### config.mk
export PLATFORM = sky130hd
export DESIGN_NAME = receptor_multibyte_flat
export DESIGN_NICKNAME = d
export VERILOG_FILES = /design/src/rtl/receptor_multibyte_if.sv /design/src/rtl/receptor_multibyte.sv /design/src/flat_wrapper.sv
export SDC_FILE = /design/constraint.sdc
export NUM_CORES = 1
export LEC_CHECK = 0
export ABC_AREA = 1
export BUFFER_PORTS_ARGS = -buffer_cell sky130_fd_sc_hd__buf_2
export CAP_MARGIN = 20
export CORE_UTILIZATION = 40
export CTS_BUF_LIST = sky130_fd_sc_hd__clkbuf_2 sky130_fd_sc_hd__clkbuf_4 sky130_fd_sc_hd__clkbuf_8
export CTS_CLUSTER_SIZE = 25
export DETAILED_ROUTE_END_ITERATION = 10
export GPL_TIMING_DRIVEN = 0
export HOLD_SLACK_MARGIN = 0.02
export PLACE_DENSITY = 0.6
export SYNTH_ARGS = -nofsm -noshare
export SYNTH_HDL_FRONTEND = slang
export SYNTH_SLANG_ARGS = --single-unit
### constraint.sdc
create_clock -name clock -period 4.4 [get_ports clock]
set_clock_uncertainty 0.05 [all_clocks]
set_input_delay 0.66 -clock clock [delete_from_list [all_inputs] [get_ports clock]]
set_output_delay 0.66 -clock clock [all_outputs]
set_load 0.01 [all_outputs]
### src/rtl/receptor_multibyte_if.sv
// Byte-in / frame-out bus for receptor_multibyte.
// master: the side that supplies bytes and acknowledges frames.
// slave:  the frame assembler itself.
interface receptor_multibyte_if #(
    parameter int N_BYTES = 2,
    parameter int BYTE_W  = 8
);
    logic                           byte_valid;
    logic [BYTE_W-1:0]              byte_data;
    logic                           byte_parity_ok;
    logic                           frame_ack;
    logic [N_BYTES*BYTE_W-1:0]      data_out;
    logic                           frame_valid;
    logic                           frame_parity_ok;
    logic                           overrun;
    logic                           timeout;
    logic [$clog2(N_BYTES+1)-1:0]   byte_count;
    logic [1:0]                     db_estado;

    modport master (
        output byte_valid, byte_data, byte_parity_ok, frame_ack,
        input  data_out, frame_valid, frame_parity_ok, overrun, timeout,
               byte_count, db_estado
    );

    modport slave (
        input  byte_valid, byte_data, byte_parity_ok, frame_ack,
        output data_out, frame_valid, frame_parity_ok, overrun, timeout,
               byte_count, db_estado
    );
endinterface

### src/rtl/receptor_multibyte.sv
// receptor_multibyte: gathers N_BYTES bytes from a serial receiver into one
// frame, holds it until the consumer acknowledges, flags dropped bytes.
// Bytes build up in a shadow register; data_out and frame_parity_ok only
// change when a frame completes.
// Optional feature: define RECEPTOR_MULTIBYTE_TIMEOUT_EN to discard a partial
// frame after TIMEOUT_CYCLES idle clocks between bytes.
module receptor_multibyte #(
    parameter int N_BYTES        = 2,
    parameter int BYTE_W         = 8,
    parameter int MSB_FIRST      = 1,
    parameter int TIMEOUT_CYCLES = 50_000
) (
    input logic                  clock,
    input logic                  reset,
    receptor_multibyte_if.slave  bus
);
    localparam int FRAME_W = N_BYTES * BYTE_W;
    localparam int CNT_W   = $clog2(N_BYTES + 1);

    typedef enum logic [1:0] {
        IDLE = 2'b00,
        RECV = 2'b01,
        FULL = 2'b10
    } state_t;

    state_t             state;
    logic [FRAME_W-1:0] shadow;
    logic [FRAME_W-1:0] shadow_next;
    logic [FRAME_W-1:0] data_out;
    logic               parity_acc;
    logic               parity_next;
    logic               frame_valid;
    logic               frame_parity_ok;
    logic               overrun;
    logic               timeout;
    logic [CNT_W-1:0]   byte_count;
    logic [CNT_W-1:0]   slot;
    logic               take;
    logic               last;
    logic               expire;

    // Bit offset of arrival slot k inside the frame word.
    function automatic int slot_lsb(input logic [CNT_W-1:0] k);
        if (MSB_FIRST != 0)
            return (N_BYTES - 1 - int'(k)) * BYTE_W;
        else
            return int'(k) * BYTE_W;
    endfunction

    // Decide whether the incoming byte is accepted and what the shadow
    // register and parity accumulator become if it is.
    always_comb begin
        take        = bus.byte_valid && ((state != FULL) || bus.frame_ack);
        slot        = (state == RECV) ? byte_count : '0;
        shadow_next = (slot == '0) ? '0 : shadow;
        shadow_next[slot_lsb(slot) +: BYTE_W] = bus.byte_data;
        parity_next = (slot == '0) ? bus.byte_parity_ok
                                   : (parity_acc & bus.byte_parity_ok);
        last        = (int'(slot) == N_BYTES - 1);
    end

`ifdef RECEPTOR_MULTIBYTE_TIMEOUT_EN
    localparam int TMO_W = $clog2(TIMEOUT_CYCLES + 1);

    logic [TMO_W-1:0] idle_cnt;

    // The idle clock that would bring the count to TIMEOUT_CYCLES discards
    // the frame; a byte arriving on that same clock still wins.
    assign expire = (state == RECV) && !bus.byte_valid &&
                    (idle_cnt == TMO_W'(TIMEOUT_CYCLES - 1));

    // Count idle clocks between bytes while a frame is partially received.
    always_ff @(posedge clock or negedge reset) begin
        if (!reset)
            idle_cnt <= '0;
        else if ((state == RECV) && !bus.byte_valid && !expire)
            idle_cnt <= idle_cnt + 1'b1;
        else
            idle_cnt <= '0;
    end
`else
    assign expire = 1'b0;
`endif

    // Frame assembly FSM with registered outputs.
    always_ff @(posedge clock or negedge reset) begin
        if (!reset) begin
            state           <= IDLE;
            shadow          <= '0;
            data_out        <= '0;
            parity_acc      <= 1'b0;
            frame_valid     <= 1'b0;
            frame_parity_ok <= 1'b0;
            overrun         <= 1'b0;
            timeout         <= 1'b0;
            byte_count      <= '0;
        end else begin
            overrun <= 1'b0;
            timeout <= 1'b0;

            case (state)
                FULL: begin
                    if (bus.frame_ack) begin
                        frame_valid <= 1'b0;
                        state       <= IDLE;
                    end else if (bus.byte_valid) begin
                        // Held frame has priority; the new byte is lost.
                        overrun <= 1'b1;
                    end
                end
                RECV: begin
                    if (expire) begin
                        // Partial frame dropped; the held frame is untouched.
                        timeout    <= 1'b1;
                        byte_count <= '0;
                        shadow     <= '0;
                        state      <= IDLE;
                    end
                end
                default: ;
            endcase

            if (take) begin
                shadow     <= shadow_next;
                parity_acc <= parity_next;
                if (last) begin
                    data_out        <= shadow_next;
                    frame_parity_ok <= parity_next;
                    frame_valid     <= 1'b1;
                    byte_count      <= '0;
                    state           <= FULL;
                end else begin
                    byte_count <= slot + 1'b1;
                    state      <= RECV;
                end
            end
        end
    end

    assign bus.data_out        = data_out;
    assign bus.frame_valid     = frame_valid;
    assign bus.frame_parity_ok = frame_parity_ok;
    assign bus.overrun         = overrun;
    assign bus.timeout         = timeout;
    assign bus.byte_count      = byte_count;
    assign bus.db_estado       = state;
endmodule

### src/flat_wrapper.sv
// flat-port wrapper written by rule: the top's interface ports become plain ports
module receptor_multibyte_flat 
#(
    parameter int N_BYTES        = 2,
    parameter int BYTE_W         = 8,
    parameter int MSB_FIRST      = 1,
    parameter int TIMEOUT_CYCLES = 50_000
)
  (clock, reset, bus_byte_valid, bus_byte_data, bus_byte_parity_ok, bus_frame_ack, bus_data_out, bus_frame_valid, bus_frame_parity_ok, bus_overrun, bus_timeout, bus_byte_count, bus_db_estado);
  receptor_multibyte_if #(.N_BYTES(N_BYTES), .BYTE_W(BYTE_W)) bus_i ();
  input logic clock;
  input logic reset;
  input wire logic [$bits(bus_i.byte_valid)-1:0] bus_byte_valid;
  input wire logic [$bits(bus_i.byte_data)-1:0] bus_byte_data;
  input wire logic [$bits(bus_i.byte_parity_ok)-1:0] bus_byte_parity_ok;
  input wire logic [$bits(bus_i.frame_ack)-1:0] bus_frame_ack;
  output wire logic [$bits(bus_i.data_out)-1:0] bus_data_out;
  output wire logic [$bits(bus_i.frame_valid)-1:0] bus_frame_valid;
  output wire logic [$bits(bus_i.frame_parity_ok)-1:0] bus_frame_parity_ok;
  output wire logic [$bits(bus_i.overrun)-1:0] bus_overrun;
  output wire logic [$bits(bus_i.timeout)-1:0] bus_timeout;
  output wire logic [$bits(bus_i.byte_count)-1:0] bus_byte_count;
  output wire logic [$bits(bus_i.db_estado)-1:0] bus_db_estado;
  assign bus_i.byte_valid = bus_byte_valid;
  assign bus_i.byte_data = bus_byte_data;
  assign bus_i.byte_parity_ok = bus_byte_parity_ok;
  assign bus_i.frame_ack = bus_frame_ack;
  assign bus_data_out = bus_i.data_out;
  assign bus_frame_valid = bus_i.frame_valid;
  assign bus_frame_parity_ok = bus_i.frame_parity_ok;
  assign bus_overrun = bus_i.overrun;
  assign bus_timeout = bus_i.timeout;
  assign bus_byte_count = bus_i.byte_count;
  assign bus_db_estado = bus_i.db_estado;
  receptor_multibyte #(.N_BYTES(N_BYTES), .BYTE_W(BYTE_W), .MSB_FIRST(MSB_FIRST), .TIMEOUT_CYCLES(TIMEOUT_CYCLES)) u_core (.clock(clock), .reset(reset), .bus(bus_i));
endmodule
Yosys cells after proc, flatten, opt, wreduce, memory -nomap -nowiden
Index checks and enable logic that the tools add are counted.
- bits in read-only memories: 0
- memory bits (writable): 0
- output and inout bits: 24
- latch bits: 0
- memories: 0
- flip-flop bits (word level): 40
- input port bits: 13
- reduce and logical (&&, ||, !) cells: 7
- equal/unequal tests: 4
- add/subtract/negate cells: 3
- mux-type cells: 16
- bitwise logic cells: 1
- divide/modulo/power cells: 0
- multipliers: 0
- magnitude comparators: 0
- shift-type cells: 2
- operators with widths (kind ; number):
    $neg A32 Y33 ; 1
    $shift A8 B33 Y16 const A ; 1
    $shiftx A8 B33 Y16 ; 1
    $bwmux W16 ; 1
    $mux W16 ; 1
    $mux W2 ; 6
    $mux W1 ; 8
    $eq A2 B2 Y1 const B ; 2
    $reduce_and A2 Y1 ; 2
    $reduce_bool A2 Y1 ; 2
    $sub A1 B2 Y3 const A ; 1
    $add A2 B1 Y2 const B ; 1
    $eq A2 B1 Y1 const B ; 1
    $logic_not A2 Y1 ; 1
    $ne A2 B2 Y1 const B ; 1
    $and A1 B1 Y1 ; 1
    $logic_and A1 B1 Y1 ; 1
    $logic_or A1 B1 Y1 ; 1

Longest topological paths before layout
Gate-level depths: netlist (run 1).
- word-level depth: 6
- mapped depth: 11
- depth with buffers taken out: 11

Least setup slack after synthesis (run 1)
No wires, ideal clock.
- path type: reg-to-reg
- from: register u_core.state[1] (netlist: u_core.bus.db_estado[1])
- to: register u_core.shadow[0]
- slack: 2.651 ns
- required time: 4.285 ns
- path buffers: 0
- data arrival time: 1.634 ns
- period minus slack after synthesis: 1.749 ns
- stages on the path, launching flop included: 12
- path through: dfrtp_1 > inv_1 > nand3_2 > inv_2 > ha_1 > inv_1 > nand2_1 > nor2_1 > nand2_1 > nand2_1 > nand2_1 > nand2_1
- word-level cells in the longest chain between the ends: 6
- RTL lines (element ; RTL line ; RTL):
    start: declaration ; receptor_multibyte.sv:26 ; state_t state;
    start signal: assignment ; receptor_multibyte.sv:88 ; state <= IDLE;
    start signal: assignment ; receptor_multibyte.sv:105 ; state <= IDLE;
    start signal: assignment ; receptor_multibyte.sv:117 ; state <= IDLE;
    $eq A2 B1 Y1 ; receptor_multibyte.sv:54, receptor_multibyte.sv:101 ;
    $mux W2 ; receptor_multibyte.sv:54 ; slot = (state == RECV) ? byte_count : '0;
    $sub A1 B2 Y3 ; receptor_multibyte.sv:45 ; return (N_BYTES - 1 - int'(k)) * BYTE_W;
    $neg A32 Y33 ; receptor_multibyte.sv:56 ; shadow_next[slot_lsb(slot) +: BYTE_W] = bus.byte_data;
    $shiftx A8 B33 Y16 or $shift A8 B33 Y16 (tied branches) ; receptor_multibyte.sv:56 ;
    $bwmux W16 ; receptor_multibyte.sv:56 ;
    end signal: assignment ; receptor_multibyte.sv:124 ; shadow <= shadow_next;
    end: declaration ; receptor_multibyte.sv:27 ; logic [FRAME_W-1:0] shadow;
Parallel ways exist; a longest one is shown, timed or not.
A chain may end at the register's enable or synchronous reset.

Worst setup path in the final report (run 1)
- from: register u_core.state[1] (netlist: u_core.bus.db_estado[1])
- to: register u_core.data_out[6] (netlist: u_core.bus.data_out[6])
- word-level cells in the longest chain between the ends: 6
- RTL lines (element ; RTL line ; RTL):
    $eq A2 B1 Y1 ; receptor_multibyte.sv:54 ;
    $mux W2 ; receptor_multibyte.sv:54 ;
    $sub A1 B2 Y3 ; receptor_multibyte.sv:45 ;
    $neg A32 Y33 ; receptor_multibyte.sv:56 ;
    $shiftx A8 B33 Y16 or $shift A8 B33 Y16 (tied branches) ; receptor_multibyte.sv:56 ;
    $bwmux W16 ; receptor_multibyte.sv:56 ;
    end signal: assignment ; receptor_multibyte.sv:127 ; data_out <= shadow_next;
    end: declaration ; receptor_multibyte.sv:29 ; logic [FRAME_W-1:0] data_out;
Parallel ways exist; a longest one is shown, timed or not.

==> results_dict.tcl, run 1 <==
set metrics [dict create \
    synthTopCellsByArea "dfrtp_1 52%, nand2_1 31%, nor2_1 3.7%, ha_1 3.2%, inv_1 2.5%" \
    drt-initial-drc-count 104 \
    relSlewSlack_pct 40.49 \
    critPathLaunch "u_core.bus.db_estado[1]" \
    ys_types 17 \
    place_hpwl_mm 2.817 \
    hold_path_end "u_core.bus.data_out[2]" \
    layout.nets 317 \
    crit_family "simple AND/OR/NAND/NOR gates" \
    detail-route-antenna-nets 0 \
    final_cells 351 \
    worstHoldPathType "flop to flop" \
    gp_congestion 0.7810 \
    cp_max_fo 12 \
    post-route-util_pct 50.03 \
    worst_path_max_delay_cell "nor2_1" \
    p_int_mw 0.7474 \
    hold_ws_ns 0.4266 \
    synth_top_flop_cell "dfrtp_1" \
    synth_edf_count 0 \
    synth_seq_cells 40 \
    dp.cells 344 \
    worstRegToRegCells 8 \
    switching_power_mw 0.4791 \
    power_density_nw_per_um2 544.3 \
    num_vias 1587 \
    regArea_sq_um 1001 \
    cts_sinks 40 \
    p_sw_share_pct 39.06 \
    leakagePower_nw 1.404 \
    multiInputGateArea_sq_um 804.5 \
    route.detailed.drc 0 \
    numCtsBuffers 5 \
    fmax_mhz 487.9 \
    grt_max_degree 41 \
    cap_violations 0 \
    post_cts_resized 0 \
    insertion_delay_ns 0.29 \
    finalCritPeriodShare_pct 46.58 \
    totalNegativeSetupSlack_ns 0 \
    setup_viol 0 \
    htree_levels 2 \
    ctsHoldBuffers 0 \
    period_needed_ns 2.049 \
    synth_nets 275 \
    yosys.area.top_type "dfrtp_1" \
    core_area_sq_um 4504 \
    routed_via_density 4.521 \
    wirelength_mm 4.083 \
    num_antenna_cells 0 \
    syn_to_final_growth_pct 16.65 \
    wl_per_cell_um 11.63 \
    clk_pin_slew_ns 0.08 \
    seq_area_frac_synth_pct 51.81 \
    synth_most_common_cell "nand2_1" \
    synth_top_cell_area_share_pct 51.81 \
    worst_path_most_repeated_cell "nand2_1" \
    pwr-share-seq_pct 43.2 \
    crit_chain "inv_1 -> nand3_2 -> ha_1 -> nor2_1 -> nand2_1 -> nand2_1 -> nand2_1 -> nand2_1" \
    synth_area_per_cell_sq_um 7.517 \
    outcome "complete, no violations" \
    antenna_found_initial 0 \
    report.final.slew_viol_count 0 \
    cts_root_buf "clkbuf_8" \
    drt_first_pass_iters 4 \
    cp_slowest_stage_delay_ns 0.47 \
    rrSetupSlack_ns 2.35 \
    netlist_instances 257 \
    grtUsageTotal_pct 17.64 \
    r2r_end "u_core.bus.data_out[6]" \
    grt_pass1_wl_mm 6.969 \
    p_comb_share_pct 37.3 \
    cp-end-kind "flop" \
    cp_num_buf_inv 1 \
    arrival_ns 2.23 \
    portBuffers 35 \
    start_util_pct 42.89 \
    ir_worst_vdd_mv 0.3395 \
    post-cts-setup-buffers 0 \
    nFillCells 471 \
    cts_tree "done" \
    grt_pass1_vias 1468 \
    r2r_start "u_core.bus.db_estado[1]" \
    cp-start-kind "flop" \
    overflow 0 \
    tightestPinTransition_ns 0.8926 \
    yosysWarningCount 0 \
    critical_path_required_ns 4.59 \
    worstSetupPathType "flop to flop" \
    dieArea_sq_um 5112 \
    min_from "u_core.bus.data_out[2]" \
    final_hold_viol_count 0 \
    synthTopCellsByCount "157 x nand2_1, 40 x dfrtp_1, 19 x nor2_1" \
    hold_depth 2 \
    synthArstFlopShare_pct 100.0 \
    power_frac_clock_pct 19.4 \
    rsz0062_at_grt "false" \
    num_rows 24 \
    io_pins 37 \
    die_y_um 71.50 \
    die_w_um 71.50 \
    drive_gt1_share_pct 19.06 \
    synth_area_sq_um 1932 \
    cts_max_path_buffers 2 \
]
[cell usage in the layout, fill, tap and decap left out]
| cell | n |
|---|---|
| nor2_1 | 19 |
| nand3_2 | 3 |
| o21a_1 | 1 |
| nand2_1 | 157 |
| clkinv_2 | 1 |
| o22ai_1 | 1 |
| buf_6 | 4 |
| o31ai_1 | 1 |
| nand2_2 | 1 |
| inv_2 | 4 |
| ha_1 | 5 |
| inv_1 | 13 |
| buf_4 | 1 |
| clkbuf_4 | 1 |
| o21ai_0 | 1 |
| buf_2 | 37 |
| clkbuf_8 | 5 |
| conb_1 | 1 |
| dfrtp_1 | 40 |
| nand3_1 | 3 |
[how the worst max path moves through the flow]
stage	end	slack [ns]	cells past startpoint
after floorplan	u_core.shadow[0]	2.65	11
after global placement	u_core.bus.data_out[11]	2.38	10
after global routing	u_core.shadow[10]	2.07	8
after detailed placement	u_core.bus.data_out[6]	2.36	11
after CTS	u_core.bus.data_out[6]	2.33	8
final	u_core.bus.data_out[6]	2.35	8
[power by group through the flow]
stage / logic [mW] / clock network (mW) / registers, mW
5_1_grt: 0.527 / 0.256 / 0.546
2_1_floorplan: 0.278 / 0 / 0.567
3_5_place_dp: 0.461 / 0 / 0.539
4_1_cts: 0.465 / 0.243 / 0.531
6_report: 0.458 / 0.238 / 0.530
3_3_place_gp: 0.460 / 0 / 0.536
[stage by stage]
step                      setup slack, ns  cell area (sq um)  total power [mW]
after floorplan                     2.651               1932            0.8446
after global placement              2.378               2172            0.9957
after detailed placement            2.362               2172            0.9995
after CTS                           2.327               2253             1.240
after global routing                2.073               2253             1.329
final                               2.351               2253             1.227
[flip-flops by register name (all words and copies together), names as in the netlist]
signal / flops
u_core.bus.overrun: 1
u_core.bus.byte_count: 2
u_core.bus.frame_parity_ok: 1
u_core.shadow: 16
u_core.bus.frame_valid: 1
u_core.parity_acc: 1
u_core.bus.db_estado: 2
u_core.bus.data_out: 16
[worst register-to-register path: stages (launching register included)]
cell	delay, ns
dfrtp_1	0.42
inv_1	0.12
nand3_2	0.24
ha_1	0.34
nor2_1	0.47
nand2_1	0.09
nand2_1	0.12
nand2_1	0.08
nand2_1	0.06
[cell families after synthesis]
kind of cell	share of synthesized area [%]
AND/OR/NAND/NOR	36.85
flip-flops	51.81
buffers and inverters	6.541
adder cells (fa/ha/maj)	3.238
AO/OA/AOI/OAI	1.360
other	0.1941
[layout make-up]
cell class / count / area share [%]
well taps: 52 / 2.887
clock buffers: 6 / 3.387
multi-input cells: 193 / 35.70
flip-flops and latches: 40 / 44.42
inverters: 17 / 2.832
repair buffers: 35 / 7.773
plain buffers: 7 / 2.776
clock inverters: 1 / 0.2221
[routing by layer]
layer	global-route usage, %	wire length, um
met1	25.27	2025
met2	27.72	1861
met3	3.376	146
met4	4.575	49
met5	0	0
Power figures use the tool's default switching activity.
==> inputs of run 2 (changes only) <==
Clock period 4.4 ns to 1.92 ns, I/O delays scaled along.
==> run 2 against run 1 <==
  * Non-clock buffer count increased by 3
  * Final cell count increased by 0.85%
  * Total power increased by 140%
  * Largest cell class unchanged
  * Largest power group unchanged
  * Highest routed layer unchanged
==> results_dict.tcl, run 2 (same netlist as run 1, synthesis figures left out) <==
set metrics [dict create \
    outcome "complete, no violations" \
    cp-start-kind "flop" \
    die_w_um 71.50 \
    r2r_start "u_core.bus.db_estado[1]" \
    nFillCells 469 \
    grt_pass1_vias 1468 \
    relSlewSlack_pct 39.87 \
    r2r_end "u_core.bus.data_out[6]" \
    grt_pass1_wl_mm 6.969 \
    clk_pin_slew_ns 0.08 \
    htree_levels 2 \
    ctsHoldBuffers 0 \
    worstHoldPathType "input pin to asynchronous set/reset pin" \
    cts_tree "done" \
    cts_root_buf "clkbuf_8" \
    report.final.slew_viol_count 0 \
    num_vias 1617 \
    insertion_delay_ns 0.29 \
    core_area_sq_um 4504 \
    worstSetupPathType "flop to flop" \
    drt_first_pass_iters 4 \
    antenna_found_initial 0 \
    portBuffers 35 \
    die_y_um 71.50 \
    largest_registers "u_core.bus.data_out: 16 flops, u_core.shadow: 16 flops" \
    layout_common_cells "155 x nand2_1, 40 x dfrtp_1, 37 x buf_2, 17 x nor2_1, 12 x inv_1" \
    wirelength_met1_mm 2.033 \
    tightestPinTransition_ns 0.9020 \
    routed_via_density 4.568 \
    setup_viol 0 \
    finalCritPeriodShare_pct 91.23 \
    drive_gt1_share_pct 21.85 \
    leakagePower_nw 1.418 \
    syn_to_final_growth_pct 19.37 \
    wirelength_mm 4.191 \
    cts_sinks 40 \
    io_pins 37 \
    grt_max_degree 41 \
    cp_max_fo 8 \
    layout_commonest_cell "nand2_1" \
    gp_congestion 0.7810 \
    dr_wl_met2_mm 1.952 \
    rrSetupSlack_ns 0.17 \
    dieArea_sq_um 5112 \
    num_antenna_cells 0 \
    post-route-util_pct 51.19 \
    routed-wl-met3_um 155 \
    setup_ws_ns 0.1684 \
    routed.top_layer "met4" \
    cp-end-kind "flop" \
    drt-initial-drc-count 118 \
    cap_violations 0 \
    num_rows 24 \
    wl_per_cell_um 11.84 \
    layout.nets 320 \
    detail-route-antenna-nets 0 \
    arrival_ns 1.93 \
    period_needed_ns 1.752 \
    worstRegToRegCells 8 \
    numCtsBuffers 5 \
    place_ws_ns -0.1181 \
    critPathLaunch "u_core.bus.db_estado[1]" \
    power_density_nw_per_um2 1270 \
    ir_worst_vdd_mv 0.7805 \
    fmax_mhz 570.9 \
    critical_path_required_ns 2.10 \
    overflow 0 \
    start_util_pct 42.89 \
    cts_max_path_buffers 2 \
    cp-endpoint "u_core.bus.data_out[6]" \
    place_hpwl_mm 2.817 \
    route.detailed.drc 0 \
    grtUsageTotal_pct 17.64 \
    final_hold_viol_count 0 \
]
## run 2: where the power goes
| group | internal (mW) | total (mW) | switching, mW | leakage, nW |
|---|---|---|---|---|
| sequential | 1.08 | 1.22 | 0.141 | 0.532 |
| combinational | 0.431 | 1.16 | 0.732 | 0.841 |
| clock | 0.261 | 0.542 | 0.280 | 0.0445 |
| total | 1.78 | 2.93 | 1.15 | 1.42 |
## run 2: worst min-delay path by stage
stage,from,endpoint
after global routing,reset,u_core.bus.frame_valid
after floorplan,reset,u_core.bus.byte_count[0]
after global placement,u_core.bus.data_out[1],u_core.bus.data_out[1]
after detailed placement,u_core.bus.data_out[0],u_core.bus.data_out[0]
after CTS,reset,u_core.bus.frame_valid
final,reset,u_core.bus.frame_valid
## run 2: critical path, stage by stage (launching register included)
cell and delay (ns):
dfrtp_1 0.43, inv_2 0.12, nand3_2 0.14, ha_1 0.30
nor2_2 0.33, nand2_1 0.08, nand2_1 0.11, nand2_1 0.08
nand2_1 0.06
## run 2: what timing repair did
| item | 4_1_cts | 5_1_grt |
|---|---|---|
| buffers inserted | 0 | 3 |
| gates cloned | 0 | 0 |
| setup endpoints to repair | 33 | 33 |
| gates resized for setup | 4 | 5 |
## run 2: area by class of cell
cell class                      instances  area, sq um  share of cell area (%)
Multi-Input combinational cell        193        832.0                   36.08
Sequential cell                        40         1001                   43.41
Buffer                                  7        62.56                   2.713
Inverter                               17        66.31                   2.876
Tap cell                               52        65.06                   2.821
Clock buffer                            6        76.32                   3.310
Clock inverter                          1        5.005                  0.2170
Timing Repair Buffer                   38        197.7                   8.573
## run 2: routing by layer
layer	GRT usage, %	up-vias
met4	4.575	0
met1	25.27	727
met5	0	-
li1	-	852
met2	27.72	34
met3	3.376	4
## run 2: stage by stage
| stage | TNS [ns] | total power [mW] | hold WS, ns | cell area, sq um | std cells |
|---|---|---|---|---|---|
| 4_1_cts | 0 | 2.876 | 0.1066 | 2268 | 351 |
| 2_1_floorplan | 0 | 1.936 | -0.05759 | 1932 | 257 |
| 3_3_place_gp | -2.534 | 2.282 | 0.4067 | 2172 | 344 |
| 5_1_grt | -0.01100 | 3.164 | 0.1519 | 2306 | 354 |
| 6_report | 0 | 2.928 | 0.06954 | 2306 | 354 |
| 3_5_place_dp | -2.753 | 2.290 | 0.4102 | 2172 | 344 |
==> inputs of run 3 (changes only) <==
Settings changed: ABC_AREA 1 to default, BUFFER_PORTS_ARGS -buffer_cell sky130_fd_sc_hd__buf_2 to -buffer_cell sky130_fd_sc_hd__buf_4, CAP_MARGIN 20 to default.
==> run 3 against run 2 <==
  * Sequential power grew 9.8%
  * Largest cell class unchanged
  * Critical path type unchanged
  * Via count shrank 1.4%
  * Synthesized cell count shrank 38%
  * Die area shrank 3.4%
  * Sequential share of layout area shrank 3.9 points
  * Setup slack lost 0.16 ns
==> results_dict.tcl, run 3 <==
set metrics [dict create \
    num_antenna_cells 0 \
    synth_area_per_cell_sq_um 11.73 \
    synth_top_cell_area_share_pct 53.69 \
    wirelength_mm 4.978 \
    place_hpwl_mm 3.180 \
    detail-route-antenna-nets 0 \
    cts_sinks 40 \
    fmax_mhz 523.0 \
    hold_ws_ns 0.1896 \
    synth_seq_cells 40 \
    num_vias 1594 \
    routed_via_density 5.970 \
    final_hold_viol_count 0 \
    numCtsBuffers 5 \
    nFillCells 391 \
    synthTopCellsByCount "40 x dfrtp_1, 22 x a21oi_1, 16 x a22o_1, 16 x a32oi_1, 10 x a21oi_2" \
    io_pins 37 \
    cts_root_buf "clkbuf_8" \
    fin_area_sq_um 2539 \
    gp_congestion 0.7772 \
    cp_max_fo 8 \
    synthTopCellsByArea "dfrtp_1 54%, a22o_1 7.5%, a32oi_1 7.5%, a21oi_1 5.9%, a21oi_2 4.7%" \
    ir_worst_vdd_mv 0.8554 \
    leakagePower_nw 1.152 \
    tightestPinTransition_ns 0.5278 \
    drt_first_pass_iters 7 \
    critical_path_required_ns 2.10 \
    ys_types 30 \
    arrival_ns 2.10 \
    outcome "complete, no violations" \
    power_density_nw_per_um2 1456 \
    insertion_delay_ns 0.29 \
    seq_area_frac_synth_pct 53.69 \
    die_y_um 70.27 \
    yosysWarningCount 0 \
    place_area_sq_um 2231 \
    layout_common_cells "51 x buf_4, 38 x dfrtp_1, 22 x a21oi_1, 16 x a22o_1, 15 x a32oi_1" \
    antenna_found_initial 0 \
    grtUsageTotal_pct 20.58 \
    period_needed_ns 1.912 \
    wl_per_cell_um 18.64 \
    relSlewSlack_pct 64.74 \
    worstRegToRegCells 6 \
    largest_registers "u_core.bus.data_out: 16 flops, u_core.shadow: 16 flops" \
    drive_gt1_share_pct 46.05 \
    grt_pass1_wl_mm 7.748 \
    portBuffers 35 \
    finalCritPeriodShare_pct 99.58 \
    synth_nets 177 \
    worstHoldPathType "input pin to flop" \
    htree_levels 2 \
    num_rows 24 \
    hold_depth 3 \
    grt_pass1_vias 1555 \
    dieArea_sq_um 4938 \
    syn_to_final_growth_pct 36.17 \
    cts_max_path_buffers 2 \
    die_w_um 70.27 \
    layout.nets 232 \
    synthArstFlopShare_pct 100.0 \
    worstSetupPathType "flop to flop" \
    cap_violations 0 \
    overflow 0 \
    layout_commonest_cell "buf_4" \
    clk_pin_slew_ns 0.08 \
    core_area_sq_um 4414 \
    cts_tree "done" \
    cp-start-kind "flop" \
    route.detailed.drc 0 \
    rsz0062_at_grt "true" \
    drt-initial-drc-count 50 \
    grt_max_degree 41 \
    report.final.slew_viol_count 0 \
    synth_edf_count 0 \
    synth_top_flop_cell "dfrtp_1" \
    yosys.area.top_type "dfrtp_1" \
    start_util_pct 42.23 \
    setup_viol 0 \
    synth_area_sq_um 1864 \
    cp-end-kind "flop" \
    netlist_instances 159 \
    synth_most_common_cell "dfrtp_1" \
]
==> run 3: worst paths after layout <==
path | end | startpoint | slack, ns
worst max register to register | u_core.shadow[14] | u_core.bus.db_estado[1] | 0.008
max in group asynchronous | u_core.bus.db_estado[0] | reset | 0.99
worst max-delay path | u_core.shadow[14] | u_core.bus.db_estado[1] | 0.008
min in group asynchronous | u_core.bus.data_out[1] | reset | 0.45
worst min-delay path | u_core.parity_acc | bus_byte_parity_ok | 0.19
worst min register to register | u_core.bus.frame_valid | u_core.bus.frame_valid | 0.43
==> run 3: area by class of cell <==
class	count	area, sq um	share of cell area [%]
Multi-Input combinational cell	101	843.3	33.22
Inverter	4	15.01	0.5914
Timing Repair Buffer	54	440.4	17.35
Sequential cell	40	1003	39.53
Clock inverter	1	7.507	0.2957
Buffer	8	73.82	2.908
Tap cell	52	65.06	2.563
Clock buffer	7	90.09	3.549
==> run 3: metrics by stage <==
| stage | setup TNS (ns) | setup WS (ns) | power [mW] | instances | utilization [%] |
|---|---|---|---|---|---|
| 2_1_floorplan | -0.05158 | -0.006448 | 2.247 | 159 | - |
| 3_3_place_gp | -6.891 | -0.3395 | 2.805 | 246 | 50.54 |
| 3_5_place_dp | -8.071 | -0.3785 | 2.865 | 246 | 50.54 |
| 4_1_cts | 0 | 0.0001645 | 3.632 | 264 | 56.41 |
| 5_1_grt | -0.1320 | -0.03128 | 3.912 | 267 | 57.51 |
| 6_report | 0 | 0.008040 | 3.697 | 267 | 57.51 |
==> run 3: repair_timing <==
action	4_1_cts	5_1_grt
hold buffers	1	0
gates cloned	1	1
gates resized for setup	19	7
buffers inserted	12	5
endpoints found under the hold margin	40	0
pin swaps	2	8
setup endpoints to repair	35	33
==> run 3: layer usage <==
layer	vias up	global-route usage, %	part of all wire, %
met3	13	5.051	5.9
met5	-	0	0
met1	806	27.28	44
li1	713	-	-
met2	62	32.28	48
met4	0	8.222	2.2
==> run 3: critical path, cell delays in order, from the launching register on <==
cell and delay, ns:
dfrtp_2 0.45, nand3b_1 0.23, buf_6 0.18, ha_4 0.29, and2_4 0.18, and4_4 0.30, a22o_1 0.17
==> run 3: cells by family (layout without fill, tap and decap cells) <==
group                      after synthesis  in the layout  synth area share [%]
AOI/OAI and AO/OA                       72             72                 28.12
DFF                                     40             40                 53.69
and+or+nand+nor                         20             21                 7.181
buffers and inverters                   19             74                 6.309
adders and majority gates                5              5                 3.356
muxes                                    2              2                 1.141
other                                    1              1                0.2011
==> run 3: where the power goes <==
part	internal (mW)	leakage, nW	total (mW)	switching [mW]
Sequential	1.15	0.499	1.34	0.189
Combinational	0.899	0.606	1.76	0.856
Clock	0.306	0.0479	0.604	0.298
Total	2.35	1.15	3.70	1.34
